--- config.mk ---
export PLATFORM = sky130hd
export DESIGN_NAME = quat_requant_stage
export DESIGN_NICKNAME = d
export VERILOG_FILES = /design/src/rtl/quat_requant_stage.sv
export SDC_FILE = /design/constraint.sdc
export NUM_CORES = 1
export LEC_CHECK = 0
export CAP_MARGIN = 20
export CELL_PAD_IN_SITES_DETAIL_PLACEMENT = 0
export CELL_PAD_IN_SITES_GLOBAL_PLACEMENT = 2
export CORE_MARGIN = 2
export CORE_UTILIZATION = 25
export CTS_BUF_LIST = sky130_fd_sc_hd__clkbuf_16
export CTS_CLUSTER_SIZE = 20
export DETAILED_ROUTE_END_ITERATION = 8
export MAX_ROUTING_LAYER = met4
export PLACE_DENSITY = 0.85
export SLEW_MARGIN = 0
export SYNTH_ARGS = -nofsm -noshare
export SYNTH_HDL_FRONTEND = slang
export SYNTH_SLANG_ARGS = --single-unit
--- constraint.sdc ---
create_clock -name clk -period 4.45 [get_ports clk]
set_input_delay 0.6675 -clock clk [delete_from_list [all_inputs] [get_ports clk]]
set_output_delay 0.6675 -clock clk [all_outputs]
set_load 0.02 [all_outputs]
--- src/rtl/quat_requant_stage.sv ---
// quat_requant_stage: requantizes a Q2.30 quaternion to Q1.15 with rounding and saturation.
// Two-stage valid/ready pipeline with full backpressure. S1 holds the rounded and shifted value
// (IN_W+1 bits). S2 holds the saturated result and drives the outputs.
// Ports:
//   clk, rst                 clock; asynchronous active-high reset
//   in_valid/in_ready        input handshake; in_ready = !out_valid || out_ready
//   in_q0..in_q3             signed IN_W-bit input components
//   out_valid/out_ready      output handshake
//   out_q0..out_q3           signed OUT_W-bit requantized components
//   out_sat[3:0]             per-component saturation flags, aligned with out_q*
//   sat_sticky, sat_clr      OR of out_sat over out transfers, and its synchronous clear
//   sat_count                (only with QREQ_SAT_COUNT_EN) saturating count of saturated components
module quat_requant_stage #(
   parameter int IN_W     = 32,
   parameter int OUT_W    = 16,
   parameter int SHIFT    = 15,
   parameter int ROUND_EN = 1
) (
   input  logic             clk,
   input  logic             rst,
   input  logic             in_valid,
   output logic             in_ready,
   input  logic [IN_W-1:0]  in_q0,
   input  logic [IN_W-1:0]  in_q1,
   input  logic [IN_W-1:0]  in_q2,
   input  logic [IN_W-1:0]  in_q3,
   output logic             out_valid,
   input  logic             out_ready,
   output logic [OUT_W-1:0] out_q0,
   output logic [OUT_W-1:0] out_q1,
   output logic [OUT_W-1:0] out_q2,
   output logic [OUT_W-1:0] out_q3,
   output logic [3:0]       out_sat,
   output logic             sat_sticky,
   input  logic             sat_clr
`ifdef QREQ_SAT_COUNT_EN
   ,
   output logic [15:0]      sat_count
`endif
);
   localparam logic signed [IN_W:0] RND  = (ROUND_EN != 0) ? ((IN_W+1)'(1) << (SHIFT-1)) : '0;
   localparam logic signed [IN_W:0] YMAX = (IN_W+1)'((1 << (OUT_W-1)) - 1);
   localparam logic signed [IN_W:0] YMIN = ~YMAX;
   localparam logic [OUT_W-1:0]     OMAX = {1'b0, {(OUT_W-1){1'b1}}};
   localparam logic [OUT_W-1:0]     OMIN = {1'b1, {(OUT_W-1){1'b0}}};

   // One extra bit of headroom so adding the rounding constant never wraps.
   function automatic logic signed [IN_W:0] shr(input logic [IN_W-1:0] x);
      logic signed [IN_W:0] e;
      e = $signed({x[IN_W-1], x}) + RND;
      return e >>> SHIFT;
   endfunction

   // Returns {sat, value}.
   function automatic logic [OUT_W:0] clamp(input logic signed [IN_W:0] y);
      return (y > YMAX) ? {1'b1, OMAX} : (y < YMIN) ? {1'b1, OMIN} : {1'b0, y[OUT_W-1:0]};
   endfunction

   logic [IN_W-1:0]        in_x [4];
   logic signed [IN_W:0]   s1_q [4];
   logic signed [IN_W:0]   s1_d [4];
   logic [OUT_W-1:0]       s2_q [4];
   logic [OUT_W-1:0]       s2_d [4];
   logic [3:0]             sat_q, sat_d;
   logic                   s1_v_q, s2_v_q;
   logic                   sticky_q, sticky_d;
   logic                   en, xfer;

   assign in_x = '{in_q0, in_q1, in_q2, in_q3};

   for (genvar i = 0; i < 4; i++) begin : g_comp
      assign s1_d[i] = shr(in_x[i]);
      assign {sat_d[i], s2_d[i]} = clamp(s1_q[i]);
   end

   assign en       = !s2_v_q || out_ready;
   assign xfer     = s2_v_q && out_ready;
   assign in_ready = en;
   assign sticky_d = (xfer && |sat_q) || (sticky_q && !sat_clr);

   always_ff @(posedge clk or posedge rst) begin
      if (rst) begin
         s1_v_q   <= 1'b0;
         s2_v_q   <= 1'b0;
         s1_q     <= '{default: '0};
         s2_q     <= '{default: '0};
         sat_q    <= '0;
         sticky_q <= 1'b0;
      end else begin
         if (en) begin
            s1_v_q <= in_valid;
            s2_v_q <= s1_v_q;
            if (in_valid) s1_q <= s1_d;
            // Outputs only change when a real quaternion moves in, so bubbles keep the last data.
            if (s1_v_q) begin
               s2_q  <= s2_d;
               sat_q <= sat_d;
            end
         end
         sticky_q <= sticky_d;
      end
   end

   assign out_valid  = s2_v_q;
   assign out_q0     = s2_q[0];
   assign out_q1     = s2_q[1];
   assign out_q2     = s2_q[2];
   assign out_q3     = s2_q[3];
   assign out_sat    = sat_q;
   assign sat_sticky = sticky_q;

`ifdef QREQ_SAT_COUNT_EN
   logic [15:0] cnt_q, cnt_d;
   logic [16:0] cnt_sum;

   assign cnt_sum = {1'b0, cnt_q} + 17'(sat_q[0]) + 17'(sat_q[1]) + 17'(sat_q[2]) + 17'(sat_q[3]);
   assign cnt_d   = sat_clr ? '0 : !xfer ? cnt_q : cnt_sum[16] ? 16'hFFFF : cnt_sum[15:0];

   always_ff @(posedge clk or posedge rst) begin
      if (rst) cnt_q <= '0;
      else     cnt_q <= cnt_d;
   end

   assign sat_count = cnt_q;
`endif
endmodule
After elaboration in Yosys (flattened, before gate mapping)
Cells that the tools add are included.
{"block": "totals", "reg_bits": 143, "inputBits": 133, "output_inout_bits": 71, "elab_cells": 42}
{"block": "classes", "n_addsub": 4, "order_cmp": 8, "muxes": 8, "n_reduce_logical": 10}
{"cell": "$mux 17", "n": 8}
{"cell": "$add 32x16->33 const B", "n": 4}
{"cell": "$gt 18x16->1 const B", "n": 4}
{"cell": "$lt 18x16->1 const B", "n": 4}
{"cell": "$reduce_and 2->1", "n": 2}
{"cell": "$reduce_or 4->1", "n": 1}
{"cell": "$logic_and 1x1->1", "n": 3}
{"cell": "$logic_not 1->1", "n": 2}
{"cell": "$logic_or 1x1->1", "n": 2}

Longest topological paths before layout
{"block": "depth", "ltp_word": 3, "ltp_mapped": 8, "ltp_nobuf": 5}

Worst setup path before layout
No wires, ideal clock.
{"block": "synth_timing", "kind": "input to register", "startpoint": "in in_q1[14]", "endpoint": "reg s1_q[81] in the netlist's numbering", "setup_time_ps": 69, "arrival_ps": 2090, "required_ps": 4381, "setup_slack_ps": 2291, "path_stages": 5, "n_path_buf": 0, "cell_sequence": "ha_1 nand4_1 or4_4 or4_1 nand3_1"}
{"block": "synth_between", "elab_chain_cells": 1}
{"element": "start: declaration", "line_no": "24", "text": "input logic [IN_W-1:0] in_q1,"}
{"element": "$add 32x16->33", "line_no": "50", "text": "e = $signed({x[IN_W-1], x}) + RND;"}
{"element": "end signal: assignment", "line_no": "85", "text": "s1_q <= '{default: '0};"}
{"element": "end signal: assignment", "line_no": "93", "text": "if (in_valid) s1_q <= s1_d;"}
{"element": "end: declaration", "line_no": "60", "text": "logic signed [IN_W:0] s1_q [4];"}
Every way passes these cells.
A chain may end at the register's enable or synchronous reset.

Worst setup path in the final report
{"block": "layout_timing", "startpoint": "in out_ready", "endpoint": "out in_ready"}
{"block": "layout_between", "elab_chain_cells": 1}
{"element": "start: declaration", "line_no": "28", "text": "input logic out_ready,"}
{"element": "$logic_or 1x1->1", "line_no": "76", "text": "assign en = !s2_v_q || out_ready;"}
{"element": "end: declaration", "line_no": "22", "text": "output logic in_ready,"}
Every way passes these cells.

==> out/metrics.yaml <==
rows: 61
synth.net_count: 931
synth_warnings: 0
peakVddDrop_mv: 0.2347
crit_family: "buffers and inverters"
synth_largest_area_cell: "dfrtp_1"
ios: 204
tns_ns: 0
synth-seq-cells: 143
path_cells: "clkdlybuf4s50_1 -> nor2b_1 -> inv_1 -> clkdlybuf4s50_1"
layout.nets: 1062
grt_overflow_total: 0
tritoncts: "done"
setup_violations: 0
postSynthCellCount: 794
ys_seq_area_frac: 0.5149
fmax_ghz: 0.3427
cts_buffers: 17
cts_setup_buffers: 0
synthDistinctLibCells: 37
cts_hold_buf: 0
min_path_type: "reg2reg"
run_status: "completed"
drive_gt1_frac: 0.05330
synth-edff-count: 0
fin_cells: 1316
netlist_top_cells_count: "nand2_1 (190), o21ai_0 (183), dfrtp_1 (143)"
startpoint_type: "primary input"
grt_pass1_vias: 5636
p_leak_nw: 3.726
rsz0062_at_grt: "no"
drc: 0
synthToLayoutAreaGrowth_pct: 34.69
firstDrtPassIters: 4
path_max_fanout: 6
cts.htree.levels: 4
antenna_found_initial: 0
netlist_area_sq_um: 6950
slowest_delay_ns: 0.70
synth_area_leaders: "dfrtp_1 (51%), o21ai_0 (13%), nand2_1 (10%), xnor2_1 (4.7%), clkbuf_1 (2.1%)"
track_usage: 0.1388
ant_nets: 0
cp.required_ns: 3.78
vias: 5871
arrival_ns: 2.25
min_period_over_period: 0.6558
clkSlewWorstSetupHoldPaths_ns: 0.06
clk_latency_ns: 0.42
finalHoldViolCount: 0
cts_buffer_depth: 2
cts_sinks: 143
root_buffer: "clkbuf_16"
gp_congestion: 0.7442
dp_hpwl_um: 13120
die_area_sq_um: 29150
grt_max_degree: 144
slew_headroom: 0.3346
core_area_sq_um: 27550
cp-end-kind: "output pin"
crit_path_top_delay_cell: "clkdlybuf4s50_1"
synth_top_area_share: 0.5149
slew_viol_final: 0
io_buffers: 147
synth_flop_cell: "dfrtp_1"
post-route-util: 0.3398
n_antenna_cell: 0
max_cap_viol_count: 0
grt_first_pass_wirelength_um: 30720
die_h_um: 170.7
vias_per_cell: 4.461
hold_slack_ns: 0.4709
wl_um: 19010
synth_most_common_cell: "nand2_1"
synthArstFlopShare: 1.000
skew_ns: 0.01138
critPathBufInv: 3
syn_area_per_cell_sq_um: 8.754
post_drt_wl_per_cell_um: 14.44
final.min_clock_period_ns: 2.918
dp.cells: 1284
critPathMostFrequentCell: "clkdlybuf4s50_1"
crit_type: "in2out"
floorplan.initialDensity: 0.2523
drtIter0Drc: 256
post_cts_resized: 0
die_w_um: 170.7
worst_slew_pin_slew_ns: 0.9982
power-per-cell-area_nw_per_um2: 502.2
## area by class of cell
type,count,area [sq um]
clock inverters,15,121.4
well taps,378,473.0
flip-flops and latches,143,3578
clock buffers,17,425.4
repair buffers,153,1529
inverters,13,52.55
multi-input cells,597,3182
fillers,2900,18190
## power breakdown
group,internal [W],leakage [nW],switching (W)
clock,0.000765,0.263,0.000593
combinational,0.000661,1.71,0.000813
sequential,0.00164,1.75,0.000230
## routing by layer
metal / track usage / share of wire / up-vias
li1: - / - / 3023
met1: 0.1907 / 0.50 / 2731
met2: 0.2112 / 0.46 / 103
met3: 0.02359 / 0.030 / 14
met4: 0.03790 / 0.0096 / 0
met5: - / 0 / -
## layout by cell type, fill, tap and decap left out, types with 4 or more instances in the layout
cell type / Yosys / final
clkbuf_16: 0 / 17
nand3_1: 26 / 26
xor2_1: 16 / 16
nor2_1: 36 / 36
nor4_1: 15 / 15
a31oi_1: 5 / 5
nor3_1: 19 / 19
o21ai_0: 183 / 183
mux2_2: 4 / 4
xnor2_1: 37 / 37
clkinvlp_4: 0 / 4
dfrtp_1: 143 / 143
o31ai_1: 5 / 5
and3_1: 4 / 4
nand2_1: 190 / 188
or3_1: 6 / 6
clkdlybuf4s50_1: 0 / 147
inv_1: 13 / 13
buf_4: 0 / 5
nand4_1: 14 / 14
ha_1: 4 / 4
or4_1: 8 / 8
## cells by family after synthesis
kind of cell               count (synthesis)  share of synthesized area
AOI/OAI and AO/OA                        200                     0.1489
xor gates and xnor gates                  53                    0.06679
adders and majority gates                  4                   0.007201
buffers and inverters                     54                    0.02952
DFF                                      143                     0.5149
muxes                                      4                   0.006480
and+or+nand+nor                          336                     0.2263
## registers in the layout (all words and copies together), names as in the netlist
signal      flops
s1_q           72
out_sat         4
out_valid       1
out_q2         16
out_q0         16
sat_sticky      1
out_q1         16
out_q3         16
s1_v_q          1
## final timing paths
| check | start | end | slack [ns] | cells past startpoint |
|---|---|---|---|---|
| max in group asynchronous | rst | sat_sticky | 3.03 | 3 |
| setup / recovery | out_ready | in_ready | 1.53 | 4 |
| setup reg to reg | out_valid | out_q3[9] | 2.25 | 5 |
| min in group asynchronous | rst | out_q1[6] | 0.83 | 3 |
| hold reg to reg | s1_q[66] | s1_q[66] | 0.47 | 2 |
| hold / removal | s1_q[66] | s1_q[66] | 0.47 | 2 |
## worst reg2reg max path, cell delays in order, from the launching register on
cell     delay, ns
dfrtp_1       0.41
nor2b_1       0.19
inv_1         0.19
nand2_4       0.72
buf_4         0.42
o21ai_0       0.14
## per-stage QoR
stage               total power (W)  worst slack (ns)  instance area, sq um
global placement           0.003385             1.439                  8815
CTS                        0.004788             1.537                  9361
finish                     0.004701             1.532                  9361
floorplan                  0.002613             1.991                  6954
global route               0.005013             1.460                  9361
detailed placement         0.003403             1.394                  8815
(Power assumes the default switching activity.)
